**src/rtl/gpio_config_serializer.sv**
```systemverilog
// gpio_config_serializer: streams per-pad config words MSB-first into the GPIO control chain, then latches
module gpio_config_serializer #(
  parameter int NUM_PADS = 38,
  parameter int CFG_BITS = 13,
  parameter int CLK_DIV = 2,
  localparam int IDX_W = (NUM_PADS > 1) ? $clog2(NUM_PADS) : 1
) (
  input  logic                clock,
  input  logic                resetb,
  input  logic                xfer_start,
  input  logic [CFG_BITS-1:0] cfg_word,
  output logic [IDX_W-1:0]    cfg_idx,
  output logic                busy,
  output logic                done,
  output logic                serial_clock,
  output logic                serial_data,
  output logic                serial_load,
  output logic                serial_resetn
);
  localparam int BW = (CFG_BITS > 1) ? $clog2(CFG_BITS) : 1;
  localparam int DW = (CLK_DIV > 1) ? $clog2(CLK_DIV) : 1;
  typedef enum logic [2:0] {IDLE, FETCH, SHIFT_LO, SHIFT_HI, LATCH, DONE} state_t;
  state_t state_q, state_d;
  logic [IDX_W-1:0] pad_q, pad_d;
  logic [BW-1:0] bit_q, bit_d;
  logic [DW-1:0] div_q, div_d;
  logic [CFG_BITS-1:0] sr_q, sr_d;
  logic srn_q;
  logic phase_end;
  assign phase_end = div_q == DW'(CLK_DIV - 1);
  assign cfg_idx = (state_q == FETCH) ? pad_q : '0;
  assign busy = state_q != IDLE;
  assign done = state_q == DONE;
  assign serial_clock = state_q == SHIFT_HI;
  assign serial_data = (state_q == SHIFT_LO || state_q == SHIFT_HI) && sr_q[CFG_BITS-1];
  assign serial_load = state_q == LATCH;
  assign serial_resetn = srn_q;
  // State, counters and shift register; chain reset releases on the first edge out of reset
  always_ff @(posedge clock or negedge resetb)
    if (!resetb) begin
      state_q <= IDLE;
      pad_q <= '0;
      bit_q <= '0;
      div_q <= '0;
      sr_q <= '0;
      srn_q <= 1'b0;
    end else begin
      state_q <= state_d;
      pad_q <= pad_d;
      bit_q <= bit_d;
      div_q <= div_d;
      sr_q <= sr_d;
      srn_q <= 1'b1;
    end
  // Next state: divider counts within a phase and restarts on every state entry
  always_comb begin
    state_d = state_q;
    pad_d = pad_q;
    bit_d = bit_q;
    sr_d = sr_q;
    div_d = div_q + 1'b1;
    case (state_q)
      IDLE: begin
        div_d = '0;
        if (xfer_start) begin
          state_d = FETCH;
          pad_d = IDX_W'(NUM_PADS - 1);
        end
      end
      FETCH: begin
        sr_d = cfg_word;
        bit_d = BW'(CFG_BITS - 1);
        div_d = '0;
        state_d = SHIFT_LO;
      end
      SHIFT_LO: if (phase_end) begin
        div_d = '0;
        state_d = SHIFT_HI;
      end
      SHIFT_HI: if (phase_end) begin
        div_d = '0;
        sr_d = sr_q << 1;
        bit_d = bit_q - 1'b1;
        if (bit_q != '0) state_d = SHIFT_LO;
        else if (pad_q != '0) begin
          pad_d = pad_q - 1'b1;
          state_d = FETCH;
        end else state_d = LATCH;
      end
      LATCH: if (phase_end) begin
        div_d = '0;
        state_d = DONE;
      end
      default: begin
        div_d = '0;
        state_d = IDLE;
      end
    endcase
  end
endmodule
```
**config.mk**
```make
export PLATFORM = sky130hd
export DESIGN_NAME = gpio_config_serializer
export DESIGN_NICKNAME = d
export VERILOG_FILES = /design/src/rtl/gpio_config_serializer.sv
export SDC_FILE = /design/constraint.sdc
export NUM_CORES = 1
export LEC_CHECK = 0
export ABC_AREA = 0
export CORE_MARGIN = 5
export CORE_UTILIZATION = 51
export DETAILED_ROUTE_END_ITERATION = 10
export PLACE_DENSITY_LB_ADDON = 0.15
export SYNTH_ARGS = -nofsm -noshare
export SYNTH_HDL_FRONTEND = slang
export SYNTH_SLANG_ARGS = --single-unit
```
**constraint.sdc**
```tcl
create_clock -name clock -period 2.2 [get_ports clock]
set_input_delay 0.44 -clock clock [delete_from_list [all_inputs] [get_ports clock]]
set_output_delay 0.44 -clock clock [all_outputs]
set_load 0.02 [all_outputs]
```
==> flow_summary.yaml, run 1 <==
status:
  status: "complete, no violations"
layout:
  mostFrequentLayoutCells: "25 x dfrtp_1, 17 x clkdlybuf4s50_1, 16 x nand2_1, 16 x mux2i_1, 14 x o21ai_0"
  final_common_cell: "dfrtp_1"
  syn_to_final_growth_pct: 24.61
  utilization: 0.6581
  diodes: 0
  final_nets: 192
  drive_above_1_share: 0.1387
  fillerInstances: 240
place:
  portBuffers: 27
  gp_congestion: 0.7265
  post-dp-hpwl_um: 2084
  pre_cts_ws_ns: 0.1067
worst_setup_path:
  cp_slowest_stage_delay_ns: 0.53
  crit_arrival_ns: 1.67
  crit_type: "flop to output pin"
  worstReg2RegStart: "state_q[0]$_DFFE_PN0P_"
  slowest_stage: "or3_2"
  worstSetupStartpointType: "flop"
  crit_end: "busy"
  timing.critical_path.cells: "or3_2, dlygate4sd2_1"
  path_max_fanout: 9
  worstReg2RegEnd: "sr_q[3]$_DFFE_PN0P_"
  required_ns: 1.76
  rrSetupSlack_ns: 0.32
  critPathLaunch: "state_q[0]$_DFFE_PN0P_"
  r2r_cells: 4
  endpoint_kind: "output pin"
grt:
  grt_pass1_vias: 1119
  track_usage: 0.1548
  grt_pass1_wl_um: 5050
  grt_max_degree: 29
  antenna_found_initial: 0
  grt.overflow.total: 0
route:
  route.met2.wl_um: 1320
  drt-pass1-iter-count: 4
  vias: 1076
  maxUsedRoutingLayer: "met4"
  vias_per_cell: 5.275
  drt_wl_total_um: 2767
  dr_wl_met3_um: 97
  wl_per_cell_um: 13.56
  antenna_left: 0
  drc: 0
  wl_met1_um: 1333
  drtIter0Drc: 22
logic_synthesis:
  syn-num-nets: 161
  ys_seq_area_frac: 0.4853
  synth_area_leaders: "dfrtp_1 49%, mux2i_1 11%, o21ai_0 4.9%"
  syn_area_per_cell_um2: 10.10
  synth-edff-count: 0
  synth_seq_cells: 28
  ys.flop_type: "dfrtp_1"
  synthArstFlopShare: 1.000
  yosysWarnings: 0
  syn-cell-area_um2: 1444
  yosys.area.top_type: "dfrtp_1"
  synth_cell_type_count: 40
  yosys.area.top_type_share: 0.4853
  syn_inst: 143
clock_tree:
  cts_tree: "done"
  htree_levels: 1
  numCtsBuffers: 3
  cts_root_buf: "clkbuf_4"
  clock_latency_ns: 0.32
  hold_buffers: 0
  cts_num_sinks: 28
  clockBufferDepth: 2
  clk_pin_slew_ns: 0.15
  post_cts_buffers: 0
power_and_ir_drop:
  combPwrFrac: 0.063
  p_seq_frac: 0.573
  switching_share: 0.1944
  p_leak_uw: 0.0008474
  power_density_nw_per_um2: 510.2
  finalPower_uw: 917.9
  p_sw_uw: 178.4
  internal_power_uw: 739.5
  vdd_drop_max_mv: 0.4715
  p_clk_frac: 0.364
sta:
  tightest_slew_ns: 0.9338
  finClkSkew_ns: 0.005664
  fmax_mhz: 473.3
  slew_viol_final: 0
  fin_crit_sh: 0.9604
  min_period_ns: 2.113
  grt_setup_unrepaired: "false"
  slew_headroom: 0.3775
  setup-tns-final_ns: 0
  setup_viol: 0
  setup_ws_ns: 0.08715
  final-hold-violation-count: 0
die:
  core_um2: 2734
  die_height_um: 63.21
  dieArea_um2: 3996
  pin_count: 28
  rows: 19
  start_util: 0.5281
  die_width_um: 63.21
run:
  maxCapViolations: 0
worst_hold_path:
  hold_path_class: "primary input to async pin"
cell type report:
class                           instances  area, µm²  share of cell area
Tap cell                               31      38.79             0.02156
Multi-Input combinational cell        102      680.7              0.3783
Clock inverter                          1      30.03             0.01669
Inverter                                7      26.28             0.01460
Timing Repair Buffer                   32      296.5              0.1648
Clock buffer                            3      22.52             0.01252
Sequential cell                        28      704.4              0.3915
power groups by stage:
stage	Sequential, µW	Clock (µW)	Combinational, µW
2_1_floorplan	536	0	14.1
3_3_place_gp	536	0	57.6
3_5_place_dp	536	0	59.1
4_1_cts	526	346	59.3
5_1_grt	528	372	64.1
6_report	526	334	57.5
state kept, by name, summed over array words and instances, names as in the netlist:
| register | flops |
|---|---|
| bit_q | 4 |
| div_q | 1 |
| pad_q | 6 |
| serial_resetn | 1 |
| sr_q | 13 |
| state_q | 3 |
per-stage QoR:
step	instances	hold WS, ns	instance area [µm²]
2_1_floorplan	143	0.1444	1444
3_3_place_gp	200	0.4626	1749
3_5_place_dp	200	0.4723	1749
4_1_cts	204	0.4764	1800
5_1_grt	204	0.4813	1799
6_report	204	0.4733	1799
cells in the mapped netlist (all sizes together), types with 2 or more instances:
cell / number
dfrtp: 28
and2: 6
and3: 2
o31ai: 2
o21ai: 14
ha: 2
buf: 5
nor3: 2
o211ai: 2
mux2i: 16
nand2: 16
a21oi: 3
nor2b: 2
and3b: 2
nand3: 2
and4bb: 2
nor2: 13
inv: 7
nor3b: 2
logic make-up (layout without fill, tap and decap cells):
kind of cell | count (synthesis) | in the layout | synth area share
flip-flops | 28 | 28 | 0.4853
other | 1 | 1 | 0.002597
multiplexers | 16 | 16 | 0.1109
XOR/XNOR | 1 | 1 | 0.006067
buffers and inverters | 13 | 43 | 0.04679
AO/OA/AOI/OAI | 26 | 26 | 0.1127
AND/OR/NAND/NOR | 56 | 56 | 0.2184
adder cells (fa/ha/maj) | 2 | 2 | 0.01733
worst max-delay path: cells and delay by family, from the launching register on:
family	cells	cell delay [ns]
and+or+nand+nor	1	0.53
buffers and inverters	1	0.34
DFF	1	0.48
per-layer routing:
layer,global-route usage,up-vias
li1,-,556
met1,0.2066,503
met2,0.2487,15
met3,0.03730,2
met4,0.04675,0
met5,0,-
how the worst min path moves through the flow:
stage	endpoint	slack, ns	cells after the start
after floorplan	bit_q[0]$_DFFE_PN0P_	0.14	0
after global placement	sr_q[1]$_DFFE_PN0P_	0.46	2
after detailed placement	sr_q[9]$_DFFE_PN0P_	0.47	2
after CTS	sr_q[11]$_DFFE_PN0P_	0.48	2
after global routing	sr_q[10]$_DFFE_PN0P_	0.48	2
final	bit_q[0]$_DFFE_PN0P_	0.47	2
what timing repair did:
item                                    CTS  global route
endpoints found under the setup margin    9             5
gates resized for setup                  12             7
pin swaps                                 0             0
Note: power is estimated with default switching activity, not from simulation.
==> run 2, diff against run 1 <==
SETUP_SLACK_MARGIN = 0.02   (was default)
==> flow_summary.yaml, run 2 (synthesized netlist as in run 1, its figures left out) <==
layout:
  mostFrequentLayoutCells: "25 x dfrtp_1, 17 x clkdlybuf4s50_1, 16 x nand2_1, 16 x mux2i_1, 14 x o21ai_0"
  fillerInstances: 240
  syn_to_final_growth_pct: 24.87
  final_nets: 193
  drive_above_1_share: 0.1437
  largest_reg_flops: 13
  largest-register: "sr_q"
  final_common_cell: "dfrtp_1"
  largestRegisters: "sr_q: 13 flops, pad_q: 6 flops, bit_q: 4 flops"
  diodes: 0
  fin_area_um2: 1803
status:
  status: "complete, no violations"
sta:
  tightest_slew_ns: 0.9270
  setup_viol: 0
  fin_crit_sh: 0.9525
  grt_setup_unrepaired: "false"
  finClkSkew_ns: 0.008750
  fmax_mhz: 477.2
  slew_viol_final: 0
  final-hold-violation-count: 0
  setup-tns-final_ns: 0
  min_period_ns: 2.095
  slew_headroom: 0.3820
die:
  start_util: 0.5281
  core_um2: 2734
  dieArea_um2: 3996
  pin_count: 28
  die_width_um: 63.21
  rows: 19
  die_height_um: 63.21
worst_setup_path:
  crit_arrival_ns: 1.66
  path_buf_inv: 1
  required_ns: 1.76
  worstReg2RegStart: "state_q[0]$_DFFE_PN0P_"
  cp_slowest_stage_delay_ns: 0.50
  path_max_fanout: 8
  path_delay_family: "simple AND/OR/NAND/NOR gates"
  rrSetupSlack_ns: 0.34
  crit_type: "flop to output pin"
  worstSetupStartpointType: "flop"
  slowest_stage: "or3_2"
  timing.critical_path.cells: "or3_2, dlygate4sd2_1"
  endpoint_kind: "output pin"
  critPathLaunch: "state_q[1]$_DFFE_PN0P_"
clock_tree:
  numCtsBuffers: 3
  htree_levels: 1
  clk_pin_slew_ns: 0.15
  cts_root_buf: "clkbuf_4"
  cts_tree: "done"
  clock_latency_ns: 0.33
  cts_num_sinks: 28
  clockBufferDepth: 2
route:
  drt_wl_total_um: 2861
  wl_per_cell_um: 13.96
  dr_wl_met3_um: 97
  antenna_left: 0
  drtIter0Drc: 19
  vias: 1102
  route.met2.wl_um: 1389
  maxUsedRoutingLayer: "met4"
  vias_per_cell: 5.376
  drt-pass1-iter-count: 4
  wl_met1_um: 1359
  drc: 0
power_and_ir_drop:
  switching_share: 0.1962
  vdd_drop_max_mv: 0.4735
  p_sw_uw: 180.5
  p_clk_frac: 0.365
  combPwrFrac: 0.063
  p_seq_frac: 0.572
  internal_power_uw: 739.5
  power_density_nw_per_um2: 510.3
  p_leak_uw: 0.0008557
grt:
  grt_max_degree: 29
  antenna_found_initial: 0
  grt_pass1_vias: 1119
  grt_pass1_wl_um: 5050
  track_usage: 0.1548
  grt.overflow.total: 0
run:
  maxCapViolations: 0
place:
  post-dp-hpwl_um: 2084
  dpl-instance-area_um2: 1749
  gp_congestion: 0.7265
  portBuffers: 27
worst_hold_path:
  hold_path_class: "primary input to async pin"
-- run 2: repair_timing --
item | CTS | global route
hold buffers | 0 | 0
gates resized for setup | 13 | 7
endpoints found under the setup margin | 10 | 5
buffers inserted | 0 | 1
-- run 2: worst reg2reg max path: cells and delay by family, from the launching register on --
family | cells | cell delay, ns
AND/OR/NAND/NOR | 1 | 0.17
flip-flops | 1 | 0.46
buffers and inverters | 1 | 0.16
AO/OA/AOI/OAI | 2 | 0.92
-- run 2: final cells by class --
class | count | area, µm² | share of cell area
well taps | 31 | 38.79 | 0.02151
flip-flops and latches | 28 | 704.4 | 0.3907
multi-input cells | 102 | 680.7 | 0.3775
clock inverters | 1 | 30.03 | 0.01666
repair buffers | 33 | 300.3 | 0.1666
clock buffers | 3 | 22.52 | 0.01249
inverters | 7 | 26.28 | 0.01457
-- run 2: metal layers --
layer,track usage,vias up
li1,-,558
met1,0.2066,526
met2,0.2487,16
met3,0.03730,2
met4,0.04675,0
met5,0,-
-- run 2: worst paths after layout --
| path | endpoint | cells past startpoint |
|---|---|---|
| max reg2reg | sr_q[3]$_DFFE_PN0P_ | 4 |
| min in group clock | sr_q[4]$_DFFE_PN0P_ | 2 |
| max in group asynchronous | state_q[2]$_DFFE_PN0P_ | 2 |
| min reg2reg | sr_q[4]$_DFFE_PN0P_ | 2 |
| max | busy | 2 |
| min | bit_q[0]$_DFFE_PN0P_ | 2 |
-- run 2: power by group through the flow --
| stage | sequential, µW | combinational (µW) | clock (µW) |
|---|---|---|---|
| 2_1_floorplan | 536 | 14.1 | 0 |
| 3_3_place_gp | 536 | 57.6 | 0 |
| 3_5_place_dp | 536 | 59.1 | 0 |
| 4_1_cts | 526 | 59.3 | 346 |
| 5_1_grt | 528 | 64.2 | 373 |
| 6_report | 526 | 57.6 | 336 |
-- run 2: metrics by stage --
step | hold slack (ns) | setup slack (ns) | instances | power (µW) | utilization
after floorplan | 0.1444 | 0.5442 | 143 | 549.9 | -
after global placement | 0.4626 | 0.1220 | 200 | 593.5 | 0.6398
after detailed placement | 0.4723 | 0.1067 | 200 | 594.9 | 0.6398
after CTS | 0.4764 | 0.03427 | 204 | 931.5 | 0.6581
after global routing | 0.4818 | 0.02612 | 205 | 964.8 | 0.6595
final | 0.4691 | 0.1046 | 205 | 920.1 | 0.6595
==> run 3, diff against run 2 <==
CORE_UTILIZATION = 40   (was 51)
TNS_END_PERCENT = 50   (was default)
==> flow_summary.yaml, run 3 (synthesized netlist as in run 1, its figures left out) <==
status:
  status: "complete, no violations"
sta:
  finClkSkew_ns: 0.003777
  min_period_ns: 2.103
  grt_setup_unrepaired: "true"
  setup-tns-final_ns: 0
  final-hold-violation-count: 0
  setup_viol: 0
  fmax_mhz: 475.5
  slew_viol_final: 0
  fin_crit_sh: 0.9559
power_and_ir_drop:
  vdd_drop_max_mv: 0.2514
  p_seq_frac: 0.574
  internal_power_uw: 739.1
  switching_share: 0.1934
  p_leak_uw: 0.0008349
  finalPower_uw: 916.3
  power_density_nw_per_um2: 500.9
  p_clk_frac: 0.364
  combPwrFrac: 0.062
  p_sw_uw: 177.2
die:
  start_util: 0.4227
  pin_count: 28
  die_height_um: 70.08
  core_um2: 3416
  die_width_um: 70.08
  rows: 21
  dieArea_um2: 4911
route:
  drt_wl_total_um: 2846
  vias_per_cell: 4.955
  vias: 1095
  drtIter0Drc: 46
  wl_per_cell_um: 12.88
  antenna_left: 0
  drt-pass1-iter-count: 4
  drc: 0
clock_tree:
  cts_num_sinks: 28
  clk_pin_slew_ns: 0.15
  post_cts_buffers: 0
  cts_root_buf: "clkbuf_4"
  clock_latency_ns: 0.32
  cts_tree: "done"
  hold_buffers: 0
  clockBufferDepth: 2
  numCtsBuffers: 3
  cts_resized: 11
  htree_levels: 1
layout:
  final_nets: 194
  utilization: 0.5355
  drive_above_1_share: 0.1314
  diodes: 0
  largest_reg_flops: 13
  largest-register: "sr_q"
  mostFrequentLayoutCells: "27 x dfrtp_1, 17 x clkdlybuf4s50_1, 16 x nand2_1, 16 x mux2i_1, 14 x o21ai_0"
  largestRegisters: "sr_q: 13 flops, pad_q: 6 flops, bit_q: 4 flops"
  final_common_cell: "dfrtp_1"
  syn_to_final_growth_pct: 26.69
grt:
  grt_max_degree: 29
  grt_pass1_vias: 1146
  antenna_found_initial: 0
  grt_pass1_wl_um: 5202
  track_usage: 0.1290
  grt.overflow.total: 0
worst_setup_path:
  path_max_fanout: 7
  path_buf_inv: 2
  crit_arrival_ns: 1.66
  slowest_stage: "clkdlybuf4s50_1"
  timing.critical_path.cells: "buf_4, and3b_1, clkdlybuf4s50_1"
  cp_slowest_stage_delay_ns: 0.61
  crit_type: "flop to output pin"
  path_delay_family: "buffers and inverters"
  endpoint_kind: "output pin"
  worstSetupStartpointType: "flop"
  required_ns: 1.76
place:
  portBuffers: 27
  gp_congestion: 0.7130
  post-dp-hpwl_um: 2139
worst_hold_path:
  hold_path_class: "primary input to async pin"
run:
  maxCapViolations: 0
[run 3: changes by cell type in the layout (fill, tap and decap cells not counted)]
cell,change
dfrtp_1,+2
dlymetal6s2s_1,-2
clkbuf_2,-2
dfrtp_2,-2
clkdlybuf4s15_1,+3
buf_4,+2
[run 3: final timing paths]
kind / start / endpoint / slack (ns) / cells after the start
setup / recovery: state_q[0]$_DFFE_PN0P_ / done / 0.1 / 3
hold / removal: resetb / sr_q[12]$_DFFE_PN0P_ / 0.48 / 2
setup reg to reg: state_q[2]$_DFFE_PN0P_ / bit_q[3]$_DFFE_PN0P_ / 0.33 / 6
hold reg to reg: sr_q[3]$_DFFE_PN0P_ / sr_q[3]$_DFFE_PN0P_ / 0.50 / 2
max in group asynchronous: resetb / state_q[1]$_DFFE_PN0P_ / 1.46 / 2
min in group clock: sr_q[3]$_DFFE_PN0P_ / sr_q[3]$_DFFE_PN0P_ / 0.50 / 2
[run 3: per-stage QoR]
stage	std cells	hold slack, ns	instance area, µm²	worst slack, ns
4_1_cts	221	0.4746	1828	0.04546
3_3_place_gp	217	0.4605	1783	0.1533
5_1_grt	221	0.4955	1829	0.002743
6_report	221	0.4767	1829	0.09696
3_5_place_dp	217	0.4743	1783	0.1021
2_1_floorplan	143	0.1444	1444	0.5442
[run 3: power by group through the flow]
stage               clock network [µW]  logic, µW  registers [µW]
global placement                     0       58.4             536
global route                       366       64.7             527
detailed placement                   0       59.4             536
floorplan                            0       14.1             536
finish                             334       56.8             526
CTS                                348       58.9             526
[run 3: layout make-up]
cell class / count / area [µm²]
fillers: 308 / 1587
flip-flops and latches: 28 / 701.9
multi-input cells: 102 / 680.7
repair buffers: 34 / 310.3
well taps: 46 / 57.56
clock inverters: 1 / 30.03
inverters: 7 / 26.28
clock buffers: 3 / 22.52
[run 3: metal layers]
layer  up-vias  share of wire  track usage
li1        556              -            -
met1       523           0.48       0.1671
met2        14           0.49       0.2172
met3         2          0.024      0.02152
met4         0         0.0060      0.04468
met5         -              0            0
